File: config.mk
export PLATFORM = sky130hd
export DESIGN_NAME = ga23_fetch_sched
export DESIGN_NICKNAME = d
export VERILOG_FILES = /design/src/rtl/ga23_pkg.sv /design/src/rtl/ga23_tile_addr.sv /design/src/rtl/ga23_fetch_sched.sv
export SDC_FILE = /design/constraint.sdc
export NUM_CORES = 1
export LEC_CHECK = 0
export CAP_MARGIN = 20
export CORE_MARGIN = 2
export CORE_UTILIZATION = 51
export DETAILED_ROUTE_END_ITERATION = 8
export PLACE_DENSITY = 0.79
export SLEW_MARGIN = 20
export SYNTH_ARGS = -nofsm -noshare
export SYNTH_HDL_FRONTEND = slang
export SYNTH_SLANG_ARGS = --single-unit
File: constraint.sdc
create_clock -name clk -period 4.25 [get_ports clk]
set_input_delay 0.6375 -clock clk [delete_from_list [all_inputs] [get_ports clk]]
set_output_delay 0.6375 -clock clk [all_outputs]
set_load 0.02 [all_outputs]
File: src/rtl/ga23_pkg.sv
// rtl/ga23_pkg.sv - shared types and constants for the GA23 tile fetch scheduler
package ga23_pkg;

    localparam int NUM_LAYERS = 3;
    localparam int NUM_COLS   = 42;
    localparam int VRAM_AW    = 15;
    localparam int ROM_AW     = 19;
    localparam int LW         = 2;

    typedef struct packed {
        logic [15:0] code;
        logic [6:0]  palette;
        logic        flip_x;
        logic        flip_y;
        logic [1:0]  prio;
    } tile_attr_t;

    typedef enum logic [2:0] {
        ST_IDLE,
        ST_ATTR_REQ,
        ST_ROM_REQ,
        ST_NEXT,
        ST_WAIT_EDGE
    } fetch_state_t;

    // Lowest enabled layer at or above 'from'; MSB flags that one was found.
    function automatic logic [LW:0] pick_layer(input logic [NUM_LAYERS-1:0] en,
                                               input logic [LW-1:0] from);
        logic [LW:0] r;
        r = '0;
        for (int i = NUM_LAYERS - 1; i >= 0; i--) begin
            if (en[i] && (i >= int'(from)))
                r = {1'b1, LW'(i)};
        end
        return r;
    endfunction

endpackage

File: src/rtl/ga23_tile_addr.sv
// rtl/ga23_tile_addr.sv - scroll wrap and VRAM/ROM address generation for one layer
module ga23_tile_addr
    import ga23_pkg::*;
(
    input  logic [5:0]         col,
    input  logic [8:0]         vcount,
    input  logic [9:0]         scroll_x,
    input  logic [9:0]         scroll_y,
    input  logic [2:0]         base,
    input  logic [15:0]        code,
    input  logic               flip_y,
    output logic [VRAM_AW-1:0] vram_addr,
    output logic [ROM_AW-1:0]  rom_addr
);

    logic [9:0] x;
    logic [9:0] y;
    logic       unused_bits;

    // Both sums wrap at 1024; the map only sees the 64-entry window [8:3].
    always_comb begin
        x         = {1'b0, col, 3'b000} + scroll_x;
        y         = {1'b0, vcount} + scroll_y;
        vram_addr = {base, y[8:3], x[8:3]};
        rom_addr  = {code, y[2:0] ^ {3{flip_y}}};
    end

    assign unused_bits = ^{x[9], x[2:0], y[9]};

endmodule

File: src/rtl/ga23_fetch_sched.sv
// rtl/ga23_fetch_sched.sv - per-column attribute/ROM fetch sequencer feeding the tile shifters
module ga23_fetch_sched
    import ga23_pkg::*;
(
    input  logic                             clk,
    input  logic                             reset,
    input  logic                             ce_pix,
    input  logic                             line_start,
    input  logic [8:0]                       vcount,
    input  logic [NUM_LAYERS-1:0]            layer_en,
    input  logic [NUM_LAYERS-1:0][2:0]       layer_base,
    input  logic [NUM_LAYERS-1:0][9:0]       scroll_x,
    input  logic [NUM_LAYERS-1:0][9:0]       scroll_y,
    output logic                             vram_req,
    output logic [VRAM_AW-1:0]               vram_addr,
    input  logic                             vram_ack,
    input  logic [31:0]                      vram_data,
    output logic                             rom_req,
    output logic [ROM_AW-1:0]                rom_addr,
    input  logic                             rom_ack,
    input  logic [31:0]                      rom_data,
    output logic [NUM_LAYERS-1:0]            load,
    output logic [NUM_LAYERS-1:0][31:0]      row,
    output logic [NUM_LAYERS-1:0][6:0]       palette,
    output logic [NUM_LAYERS-1:0][1:0]       prio,
    output logic [NUM_LAYERS-1:0]            reverse,
    output logic [NUM_LAYERS-1:0][2:0]       offset,
    output logic                             overrun
);

    fetch_state_t                     state;
    logic [5:0]                       col;
    logic [2:0]                       sub;
    logic [LW-1:0]                    layer;
    logic [NUM_LAYERS-1:0]            ready;
    logic [NUM_LAYERS-1:0]            en_l;
    logic [8:0]                       vcount_l;
    logic [NUM_LAYERS-1:0][9:0]       sx_l;
    logic [NUM_LAYERS-1:0][9:0]       sy_l;
    logic [NUM_LAYERS-1:0][2:0]       base_l;
    tile_attr_t                       cur_attr;
    tile_attr_t [NUM_LAYERS-1:0]      stage_attr;
    logic [NUM_LAYERS-1:0][31:0]      stage_row;

    tile_attr_t                       vram_attr;
    logic                             unused_vram_bits;
    logic [VRAM_AW-1:0]               addr_vram;
    logic [ROM_AW-1:0]                addr_rom;
    logic [LW:0]                      start_pick;
    logic [LW:0]                      first_pick;
    logic [LW:0]                      next_pick;
    logic                             col_edge;

    assign vram_attr = '{code:    vram_data[15:0],
                         palette: vram_data[22:16],
                         flip_x:  vram_data[25],
                         flip_y:  vram_data[26],
                         prio:    vram_data[29:28]};
    assign unused_vram_bits = ^{vram_data[31:30], vram_data[27], vram_data[24:23]};

    assign col_edge   = ce_pix && (sub == 3'd7);
    assign start_pick = pick_layer(layer_en, '0);
    assign first_pick = pick_layer(en_l, '0);
    assign next_pick  = pick_layer(en_l, layer + 1'b1);

    ga23_tile_addr u_addr (
        .col       (col),
        .vcount    (vcount_l),
        .scroll_x  (sx_l[layer]),
        .scroll_y  (sy_l[layer]),
        .base      (base_l[layer]),
        .code      (cur_attr.code),
        .flip_y    (cur_attr.flip_y),
        .vram_addr (addr_vram),
        .rom_addr  (addr_rom)
    );

    always_ff @(posedge clk) begin
        load <= '0;
        if (reset) begin
            state      <= ST_IDLE;
            col        <= '0;
            sub        <= '0;
            layer      <= '0;
            ready      <= '0;
            en_l       <= '0;
            vcount_l   <= '0;
            sx_l       <= '0;
            sy_l       <= '0;
            base_l     <= '0;
            cur_attr   <= '0;
            stage_attr <= '0;
            stage_row  <= '0;
            vram_req   <= 1'b0;
            vram_addr  <= '0;
            rom_req    <= 1'b0;
            rom_addr   <= '0;
            row        <= '0;
            palette    <= '0;
            prio       <= '0;
            reverse    <= '0;
            offset     <= '0;
            overrun    <= 1'b0;
        end else if (line_start) begin
            vcount_l <= vcount;
            sx_l     <= scroll_x;
            sy_l     <= scroll_y;
            base_l   <= layer_base;
            en_l     <= layer_en;
            for (int i = 0; i < NUM_LAYERS; i++)
                offset[i] <= scroll_x[i][2:0];
            col      <= '0;
            sub      <= '0;
            layer    <= start_pick[LW-1:0];
            ready    <= ~layer_en;
            vram_req <= 1'b0;
            rom_req  <= 1'b0;
            state    <= start_pick[LW] ? ST_ATTR_REQ : ST_WAIT_EDGE;
        end else begin
            if (ce_pix)
                sub <= sub + 3'd1;
            // The column edge wins over any handshake: unfinished layers go out transparent.
            if (col_edge && state != ST_IDLE) begin
                load <= '1;
                for (int i = 0; i < NUM_LAYERS; i++) begin
                    if (ready[i] && en_l[i]) begin
                        row[i]     <= stage_row[i];
                        palette[i] <= stage_attr[i].palette;
                        prio[i]    <= stage_attr[i].prio;
                        reverse[i] <= stage_attr[i].flip_x;
                    end else begin
                        row[i]     <= '0;
                        palette[i] <= '0;
                        prio[i]    <= '0;
                        reverse[i] <= 1'b0;
                    end
                end
                if (!(&ready))
                    overrun <= 1'b1;
                vram_req <= 1'b0;
                rom_req  <= 1'b0;
                if (col == 6'(NUM_COLS - 1)) begin
                    state <= ST_IDLE;
                end else begin
                    col   <= col + 6'd1;
                    layer <= first_pick[LW-1:0];
                    ready <= ~en_l;
                    state <= first_pick[LW] ? ST_ATTR_REQ : ST_WAIT_EDGE;
                end
            end else begin
                case (state)
                    ST_ATTR_REQ: begin
                        if (!vram_req) begin
                            vram_req  <= 1'b1;
                            vram_addr <= addr_vram;
                        end else if (vram_ack) begin
                            vram_req <= 1'b0;
                            cur_attr <= vram_attr;
                            state    <= ST_ROM_REQ;
                        end
                    end
                    ST_ROM_REQ: begin
                        if (!rom_req) begin
                            rom_req  <= 1'b1;
                            rom_addr <= addr_rom;
                        end else if (rom_ack) begin
                            rom_req           <= 1'b0;
                            stage_row[layer]  <= rom_data;
                            stage_attr[layer] <= cur_attr;
                            ready[layer]      <= 1'b1;
                            state             <= ST_NEXT;
                        end
                    end
                    ST_NEXT: begin
                        if (next_pick[LW]) begin
                            layer <= next_pick[LW-1:0];
                            state <= ST_ATTR_REQ;
                        end else begin
                            state <= ST_WAIT_EDGE;
                        end
                    end
                    default: ;
                endcase
            end
        end
    end

endmodule
==> metrics.cfg <==
[pwr]
p_sw_frac=0.226
seq_power_share=0.481
power_mw=8.17
static-leakage-power_nw=7.14
peakVddDrop_v=0.000313
p_int_mw=6.33
combPwrFrac=0.064
powerDensity_nw_per_um2=402
clockPowerShare=0.455
p_sw_mw=1.84

[placed_design]
place_hpwl_um=28200
port_buffers=314
gp_congestion=0.908

[run]
cap_viol_max_count=0

[timing]
skew_ns=0.0262
max_freq_mhz=329
relSlewSlack=0.289
min_period_over_period=0.716
finalSetupViolCount=0
period_minus_slack_ns=3.04
rsz0062_at_grt=false
tightest_slew_ns=1.07
hold_violations=0
tns_ns=0
slew_violations=0

[logic_synthesis]
ys_seq_area_frac=0.518
synth_edf_count=0
synthFlopType=dfxtp_1
ys_types=65
synth-async-reset-ratio=0
synth_fp_nets=2033
avgSynthCellArea_um2=8.50
synth-seq-cells=409
synth_area_um2=15800
synthTopCellsByArea=dfxtp_1 (52%), nand2_1 (12%), a21oi_1 (9.5%)
synth_top_area_frac=0.518
yosysTopAreaCell=dfxtp_1
syn_inst=1859
ys_warn_count=0

[die]
io_pins=326
core_area_um2=30500
row_count=64
die_w_um=180
die_area_um2=32400
chipHeight_um=180
initial_core_util=0.518

[clocking]
ctsHoldBuffers=0
post_cts_buffers=0
cts_num_sinks=409
clk_latency_ns=0.55
post_cts_resized=0
clk_pin_slew_ns=0.06
clockBufferDepth=3
cts_buffers=42
htree_levels=2
root_buffer=clkbuf_16
tritoncts=done

[final_layout]
final_cell_mix=nand2_1 (488), dfxtp_1 (409), clkdlybuf4s50_1 (312)
layout_commonest_cell=nand2_1
area_growth_pct=28.6
fin_nets=2261
drive_gt1_frac=0.0586

[worst_setup_path]
crit_path_end_kind=register
slowest_delay_ns=0.58
cp_max_fo=15
path_cells=buf_4 -> mux2i_1 -> o21ai_0 -> ha_1 -> inv_1 -> fa_1 -> nor2b_1 -> o31a_1 -> o21ai_0 -> a2111oi_0 -> a311o_1
crit_start=layer[1]
critPathArrivalTime_ns=3.52
critPathKind=reg2reg
crit_top_cell=o21ai_0
r2r_start=layer[1]
critPathRequiredTime_ns=4.73
worst_path_max_delay_cell=dfxtp_1
start_kind=register

[status]
status=completed

[grt]
grt-ovfl-total=0
grt_pass1_wl_um=70600
grtUsageTotal=0.264
grt_pass1_vias=13500
grt_max_degree=152
antenna_found_initial=6

[detailed_routing]
wire_per_inst_um=17.6
drc=0
vias_per_cell=5.56
drt.antenna.violating_nets=0
drt_wl_total_um=44200
vias=14000
drt_iter0_drc=1084
dr.pass1.iters=5

[hold_path]
hp-class=reg2reg
min_from=reverse[1]

## synthesized netlist by cell type (3+ instances only)
cell,number
and3_1,5
buf_6,3
inv_1,10
nor3b_1,3
ha_1,21
dfxtp_1,409
mux2i_1,90
xor2_1,4
nor3_1,10
o21ai_0,19
nand2b_1,6
buf_2,39
nand4_1,4
a21o_1,3
a311oi_1,4
o21a_1,5
clkbuf_1,82
a21oi_1,301
a22o_1,16
nand2_1,488
nor2b_1,3
a221oi_1,5
xnor2_1,13
nor2_1,101
and2_1,5
a211oi_1,12
nand3_1,118
mux2_2,3
buf_4,26
o2bb2ai_1,3
## power by group through the flow
stage               Clock (mW)  Combinational (mW)  Sequential (mW)
finish                    3.72               0.521             3.93
global route              3.94               0.562             3.94
CTS                       3.77               0.520             3.93
floorplan                    0               0.285             4.01
global placement             0               0.506             4.01
detailed placement           0               0.516             4.02
## registers in the layout, indices dropped and copies added, names as in the netlist, 2 cells and up
name and flops:
sub 3, offset 6, reverse 3, cur_attr 27
ready 3, sx_l 21, stage_row 96, state 3
palette 21, vram_addr 15, prio 6, sy_l 27
stage_attr 30, row 96, col 6, en_l 3
layer 2, base_l 9, rom_addr 19, vcount_l 9
## path summary, 6_finish.rpt
check,slack [ns],cells past startpoint,to
worst min register to register,0.45,2,reverse[1]
worst max-delay path,1.21,11,vram_addr[9]
worst max register to register,1.21,11,vram_addr[9]
worst min-delay path,0.45,2,reverse[1]
## cells by family (layout without fill, tap and decap cells)
group,after synthesis,after routing,synth area share
simple gates,764,764,0.202
flops,409,409,0.518
compound gates,391,391,0.142
buf+inv,162,420,0.0492
mux,93,93,0.0592
fa+ha+maj,23,23,0.0192
xor+xnor,17,17,0.00943
other cells,0,3,0
## area by class of cell
class | count | area (µm²)
diodes | 3 | 7.51
clock buffers | 54 | 1210
clock inverters | 20 | 199
fillers | 2450 | 10200
inverters | 10 | 37.5
multi-input cells | 1288 | 6870
flip-flops and latches | 409 | 8190
well taps | 396 | 495
repair buffers | 336 | 3310
## critical path: cells and delay by family (launching register included)
kind	cells	cell delay, ns
multiplexers	1	0.11
AND/OR/NAND/NOR	1	0.16
AO/OA/AOI/OAI	5	1.05
buffers and inverters	2	0.43
flip-flops	1	0.58
adder cells (fa/ha/maj)	2	0.62
## metrics by stage
stage	setup WS [ns]	util	hold slack, ns	cells	cell area (µm²)
after floorplan	1.31	-	0.432	1859	15800
after global placement	0.999	0.619	0.437	2439	18900
after detailed placement	0.905	0.619	0.443	2439	18900
after CTS	1.21	0.665	0.451	2513	20300
after global routing	0.862	0.666	0.463	2516	20300
final	1.21	0.666	0.449	2516	20300
## per-layer routing
metal | track usage | part of all wire
met3 | 0.0758 | 0.094
met2 | 0.441 | 0.47
met5 | 0 | 0.00088
met1 | 0.327 | 0.40
met4 | 0.0940 | 0.034
(Power assumes the default switching activity.)
